==> src/rtl/adpcm_pkg.sv <==
// adpcm_pkg: shared types and helpers for the pipelined ADPCM quantizer.
//   - CODE_BITS legal range and width helpers.
//   - stage_pl_t: payload carried between quantizer stages. Fields are sized
//     for the largest supported build (W<=32, STEP_W<=31, CH_BITS<=8,
//     CODE_BITS<=8). Narrower builds zero-extend into them, and synthesis
//     trims the constant upper bits.
//   - dq_lsb(): half-LSB offset that seeds the dequantizer accumulator.
package adpcm_pkg;

    localparam int CODE_BITS_MIN = 2;
    localparam int CODE_BITS_MAX = 8;

    localparam int MAX_W       = 32;
    localparam int MAX_STEP_W  = 31;
    localparam int MAX_CH_BITS = 8;

    localparam int MAG_W  = MAX_W + 1;          // |sample - pred| needs one extra bit
    localparam int ACC_W  = MAX_STEP_W + 1;     // dq magnitude stays below 2*step
    localparam int BITS_W = CODE_BITS_MAX - 1;

    typedef logic [MAX_CH_BITS-1:0] ch_t;
    typedef logic [MAG_W-1:0]       mag_t;
    typedef logic [MAX_STEP_W-1:0]  step_t;
    typedef logic [ACC_W-1:0]       acc_t;
    typedef logic [BITS_W-1:0]      bits_t;

    typedef struct packed {
        ch_t   ch;
        logic  sign;
        mag_t  mag;     // remaining magnitude still to be quantized
        step_t step;
        acc_t  acc;     // dequantized magnitude built so far
        bits_t bits;    // magnitude code bits, MSB first, filled per stage
    } stage_pl_t;

    // Number of magnitude bits (= number of compare/subtract stages).
    function automatic int mag_bits(input int code_bits);
        return code_bits - 1;
    endfunction

    function automatic logic code_bits_legal(input int code_bits);
        return (code_bits >= CODE_BITS_MIN) && (code_bits <= CODE_BITS_MAX);
    endfunction

    // Dequantizer seed: step >> (CODE_BITS-1).
    function automatic step_t dq_lsb(input step_t step, input int code_bits);
        return step >> (code_bits - 1);
    endfunction

endpackage

==> src/rtl/adpcm_quant_stage.sv <==
// adpcm_quant_stage: one compare/subtract/accumulate stage of the quantizer.
// Stage K tests the remaining magnitude against thr = step >> (K-1). On a hit
// it sets code bit (CODE_BITS-1-K), removes thr from the magnitude, and adds
// thr to the dequantized accumulator. Registered output, held while !i_en.
// Ports:
//   clk, rst_n   clock, async active-low reset
//   i_en         global pipeline advance
//   i_vld, i_pl  valid + payload from the previous stage
//   o_vld, o_pl  registered valid + payload to the next stage
module adpcm_quant_stage
    import adpcm_pkg::*;
#(
    parameter int K         = 1,
    parameter int CODE_BITS = 4
) (
    input  logic      clk,
    input  logic      rst_n,
    input  logic      i_en,
    input  logic      i_vld,
    input  stage_pl_t i_pl,
    output logic      o_vld,
    output stage_pl_t o_pl
);

    localparam int BIT_IDX = mag_bits(CODE_BITS) - K;

    step_t     w_thr;
    logic      w_hit;
    stage_pl_t w_nxt;
    logic      r_vld;
    stage_pl_t r_pl;

    // The subtract happens only on a hit, so the magnitude never underflows.
    // step=0 gives thr=0, which always hits and leaves mag/acc unchanged.
    always_comb begin
        w_thr = i_pl.step >> (K - 1);
        w_hit = i_pl.mag >= MAG_W'(w_thr);
        w_nxt = i_pl;
        if (w_hit) begin
            w_nxt.mag           = i_pl.mag - MAG_W'(w_thr);
            w_nxt.acc           = i_pl.acc + ACC_W'(w_thr);
            w_nxt.bits[BIT_IDX] = 1'b1;
        end
    end

    always_ff @(posedge clk or negedge rst_n) begin
        if (!rst_n) begin
            r_vld <= 1'b0;
            r_pl  <= '0;
        end else if (i_en) begin
            r_vld <= i_vld;
            r_pl  <= w_nxt;
        end
    end

    assign o_vld = r_vld;
    assign o_pl  = r_pl;

endmodule

==> src/rtl/adpcm_quant_pipe.sv <==
// adpcm_quant_pipe: pipelined ADPCM quantizer. Each beat produces a
// sign+magnitude code of (sample - pred) against the step size, plus the
// dequantized delta. Each beat carries a channel tag through the pipe.
// Pipeline: capture -> CODE_BITS-1 quant stages -> output register. The
// latency is CODE_BITS cycles. One global stall holds every stage, and
// bubbles are not squeezed out.
// Ports:
//   clk, rst_n              clock, async active-low reset
//   in_valid/in_ready       input handshake (in_ready = !out_valid || out_ready)
//   in_ch, in_sample,       channel tag, signed sample, signed prediction,
//   in_pred, in_step        unsigned step size
//   out_valid/out_ready     output handshake
//   out_ch, out_code        tag and {sign, magnitude MSB..LSB}
//   out_dq                  signed dequantized delta
// Supported builds: CODE_BITS 2..8, W<=32, STEP_W<=31, CH_BITS<=8.
module adpcm_quant_pipe
    import adpcm_pkg::*;
#(
    parameter int W         = 16,
    parameter int STEP_W    = 15,
    parameter int CODE_BITS = 4,
    parameter int CH_BITS   = 3
) (
    input  logic                     clk,
    input  logic                     rst_n,
    input  logic                     in_valid,
    output logic                     in_ready,
    input  logic [CH_BITS-1:0]       in_ch,
    input  logic signed [W-1:0]      in_sample,
    input  logic signed [W-1:0]      in_pred,
    input  logic [STEP_W-1:0]        in_step,
    output logic                     out_valid,
    input  logic                     out_ready,
    output logic [CH_BITS-1:0]       out_ch,
    output logic [CODE_BITS-1:0]     out_code,
    output logic signed [STEP_W+1:0] out_dq
);

    localparam int MB = mag_bits(CODE_BITS);

    logic                     w_en;
    logic [CODE_BITS:0]       w_vld_pipe;   // [0] capture, [k] stage k, [CODE_BITS] output
    stage_pl_t [MB:0]         w_pl;
    logic signed [W:0]        w_diff;
    logic [W:0]               w_mag;
    stage_pl_t                w_cap;
    logic                     r_cap_vld;
    stage_pl_t                r_cap;
    stage_pl_t                w_last;
    logic signed [STEP_W+1:0] w_dq_pos;
    logic signed [STEP_W+1:0] w_dq;
    logic                     r_out_vld;
    logic [CH_BITS-1:0]       r_out_ch;
    logic [CODE_BITS-1:0]     r_out_code;
    logic signed [STEP_W+1:0] r_out_dq;
    logic                     w_unused;

    assign w_en     = !r_out_vld || out_ready;
    assign in_ready = w_en;

    // Sign-extend both operands by one bit so the full difference range
    // (e.g. 32767 - (-32768)) is represented without wrap.
    assign w_diff = $signed({in_sample[W-1], in_sample}) - $signed({in_pred[W-1], in_pred});
    assign w_mag  = w_diff[W] ? $unsigned(-w_diff) : $unsigned(w_diff);

    always_comb begin
        w_cap      = '0;
        w_cap.ch   = MAX_CH_BITS'(in_ch);
        w_cap.sign = w_diff[W];
        w_cap.mag  = MAG_W'(w_mag);
        w_cap.step = MAX_STEP_W'(in_step);
        w_cap.acc  = ACC_W'(dq_lsb(MAX_STEP_W'(in_step), CODE_BITS));
    end

    always_ff @(posedge clk or negedge rst_n) begin
        if (!rst_n) begin
            r_cap_vld <= 1'b0;
            r_cap     <= '0;
        end else if (w_en) begin
            r_cap_vld <= in_valid;
            r_cap     <= w_cap;
        end
    end

    assign w_pl[0]       = r_cap;
    assign w_vld_pipe[0] = r_cap_vld;

    for (genvar k = 1; k <= MB; k++) begin : g_stage
        adpcm_quant_stage #(
            .K         (k),
            .CODE_BITS (CODE_BITS)
        ) u_stage (
            .clk   (clk),
            .rst_n (rst_n),
            .i_en  (w_en),
            .i_vld (w_vld_pipe[k-1]),
            .i_pl  (w_pl[k-1]),
            .o_vld (w_vld_pipe[k]),
            .o_pl  (w_pl[k])
        );
    end

    assign w_last   = w_pl[MB];
    assign w_dq_pos = {1'b0, w_last.acc[STEP_W:0]};
    assign w_dq     = w_last.sign ? -w_dq_pos : w_dq_pos;

    always_ff @(posedge clk or negedge rst_n) begin
        if (!rst_n) begin
            r_out_vld  <= 1'b0;
            r_out_ch   <= '0;
            r_out_code <= '0;
            r_out_dq   <= '0;
        end else if (w_en) begin
            r_out_vld  <= w_vld_pipe[MB];
            r_out_ch   <= w_last.ch[CH_BITS-1:0];
            r_out_code <= {w_last.sign, w_last.bits[MB-1:0]};
            r_out_dq   <= w_dq;
        end
    end

    assign w_vld_pipe[CODE_BITS] = r_out_vld;
    assign out_valid             = w_vld_pipe[CODE_BITS];
    assign out_ch                = r_out_ch;
    assign out_code              = r_out_code;
    assign out_dq                = r_out_dq;

    // The residual magnitude, the step, and the unused upper field bits end here.
    assign w_unused = ^w_last;

endmodule

==> config.mk <==
export PLATFORM = sky130hd
export DESIGN_NAME = adpcm_quant_pipe
export DESIGN_NICKNAME = d
export VERILOG_FILES = /design/src/rtl/adpcm_pkg.sv /design/src/rtl/adpcm_quant_stage.sv /design/src/rtl/adpcm_quant_pipe.sv
export SDC_FILE = /design/constraint.sdc
export NUM_CORES = 1
export LEC_CHECK = 0
export ABC_CLOCK_PERIOD_IN_PS = 6500
export CAP_MARGIN = 20
export CORE_MARGIN = 8
export CORE_UTILIZATION = 25
export DETAILED_ROUTE_END_ITERATION = 6
export PLACE_DENSITY = 0.45
export SYNTH_ARGS = -nofsm -noshare
export SYNTH_HDL_FRONTEND = slang
export SYNTH_HIERARCHICAL = 1
export SYNTH_SLANG_ARGS = --single-unit
==> constraint.sdc <==
create_clock -name clk -period 6.5 [get_ports clk]
set_input_delay 0.975 -clock clk [delete_from_list [all_inputs] [get_ports clk]]
set_output_delay 0.975 -clock clk [all_outputs]
set_load 0.005 [all_outputs]
==> impl_metrics.toml <==
[outcome]
status = "completed"

[sta]
tns_ns = 0
hold_viol = 0
worstMarginPinSlew_ns = 1.03
slew_viol_final = 0
clock_skew_ns = 0.0275
rsz0062_at_grt = "false"
relSlewSlack_pct = 31.6
post-route-min-period_ns = 4.12
timing.final.crit_share_pct = 63.4
setup_viol = 0
fmax_ghz = 0.243

[worst_setup_path]
crit_top_cell = "a21oi_1"
crit_path_end_kind = "register"
crit_path_cell_trace = "clkdlybuf4s50_1 -> inv_1 -> ha_1 -> fa_1 -> nand2b_1 -> a21oi_1 -> o311a_1 -> o211ai_1 -> a31oi_1 -> a21oi_1 -> xnor2_1 -> mux2_2"
worstPathRequired_ns = 6.93
slowest_delay_ns = 0.85
cp.buffers_inverters = 2
cp.arrival_ns = 4.55
critPathSlowestCell = "a31oi_1"
cpLargestDelayFamily = "compound AO/OA/AOI/OAI gates"
path_class = "in2reg"
crit_fanout = 12
start_kind = "input port"

[hold_path]
hp-class = "in2async"

[grt]
grt_max_degree = 168
overflow = 0
grt_use_met3_pct = 2.08
use_met2_pct = 19.8
grt_usage_pct = 12.1
antenna_found_initial = 2
use_met1_pct = 16.5
grt_busiest_layer = "met2"
grt_pass1_wl_microns = 84800
grt_pass1_vias = 15434

[drt]
route.detailed.drc = 0
dr.first_iter.drc_count = 848
wl_microns = 52500
avgViaCountPerCell = 4.72
wl_per_cell_microns = 16.0
dr.pass1.iters = 5
via_count = 15464
final_antenna_net_count = 0

[pwr]
vdd_drop_max_mv = 0.215
p_leak_nw = 9.97
p_per_area_mw_per_mm2 = 555

[synth]
ys_warn_count = 6
synth.avg_cell_area_sq_um = 8.57
synth_area_sq_mm = 0.0188
synthCells = 2198

[die]
die_x_microns = 290
fp-row-count = 100
fp.dieH_microns = 290
core_area_sq_mm = 0.0744
ios = 80
initial_core_util_pct = 25.3
dieArea_sq_mm = 0.0843

[cts]
clk_pin_slew_ns = 0.06
h-tree-depth = 2
postCtsSetupBuffers = 0
cts_root_buf = "clkbuf_16"
tritoncts = "built"
hold_buffers = 0
cts_resized = 0
clock_path_buffers = 3
clock-sinks = 259
clk_latency_ns = 0.55
numCtsBuffers = 34

[placement]
gp_congestion = 0.842
dp_hpwl_microns = 40100
postPlaceCellArea_sq_mm = 0.0207
port_buffers = 79

[job]
drv_cap = 0

[layout]
final_area_sq_mm = 0.0219
nets = 2500
post_route_cells_drive_above_1_share_pct = 8.02
syn2layout_area_growth_pct = 16.1
num_antenna_cells = 0
report_power, final:
| part | switching (mW) | leakage (nW) | total [mW] | internal, mW |
|---|---|---|---|---|
| Sequential | 0.810 | 3.00 | 3.21 | 2.40 |
| Combinational | 3.87 | 6.42 | 7.04 | 3.17 |
| Clock | 0.742 | 0.551 | 1.88 | 1.14 |
per-stage QoR:
step | instances | hold slack (ns) | utilization, % | power (mW) | setup WS [ns]
floorplan | 2278 | 0.430 | - | 8.37 | 2.92
global placement | 3216 | 0.443 | 27.8 | 10.2 | 1.82
detailed placement | 3216 | 0.450 | 27.8 | 10.3 | 1.79
CTS | 3276 | 0.388 | 29.3 | 12.3 | 2.38
global route | 3277 | 0.417 | 29.4 | 13.3 | 2.10
finish | 3277 | 0.397 | 29.4 | 12.1 | 2.38
layout by cell type (no fill, tap or decap), types with 11 or more instances in the layout:
master and count:
a211oi_1 12, a21o_1 58, a21oi_1 183, a31oi_1 74, and3_1 13, clkbuf_16 35, clkdlybuf4s50_1 78, conb_1 81
dfrtp_1 259, ha_1 156, inv_1 152, mux2_2 87, mux2i_1 33, nand2_1 303, nand2b_1 25, nand3_1 28
nand4_1 24, nor2_1 182, nor2b_1 23, nor3_1 24, o211ai_1 11, o21a_1 18, o21ai_0 93, o21ai_1 19
o21bai_1 14, or3_1 20, xnor2_1 70, xor2_1 47
path summary, 6_finish.rpt:
check | startpoint | end | slack, ns | cells past startpoint
max in group asynchronous | rst_n | r_cap[70] | 4.88 | 2
setup / recovery | in_sample[0] | r_cap[75] | 2.38 | 12
hold reg to reg | g_stage[3].u_stage/o_vld | out_valid | 0.46 | 1
min in group clk | g_stage[3].u_stage/o_vld | out_valid | 0.46 | 1
hold / removal | rst_n | out_dq[7] | 0.40 | 1
setup reg to reg | r_cap[40] | g_stage[1].u_stage/o_pl[17] | 2.48 | 11
routing by layer:
layer  vias up  part of all wire [%]
met2       238                    46
met4         2                   2.3
li1       7796                     -
met3        74                   3.5
met1      7354                    49
met5         -                 0.025
final cells by class:
| class | count | area (sq um) |
|---|---|---|
| Timing Repair Buffer | 91 | 921 |
| Inverter | 154 | 586 |
| Clock buffer | 47 | 981 |
| Sequential cell | 259 | 6480 |
| Tap cell | 969 | 1210 |
| Clock inverter | 13 | 143 |
| Fill cell | 7903 | 52600 |
| Multi-Input combinational cell | 1744 | 11500 |
worst reg2reg max path, delay by kind of cell, from the launching register on:
family	cells	cell delay (ns)
buf+inv	2	0.69
flops	1	0.53
simple gates	1	0.17
compound gates	7	2.22
fa+ha+maj	1	0.32
flip-flops by register name (all words and copies together), names as in the netlist:
name	cells
g_stage.u_stage/o_pl	194
g_stage.u_stage/o_vld	3
out_ch	3
out_code	4
out_dq	17
out_valid	1
r_cap	36
r_cap_vld	1
(Power assumes the default switching activity.)
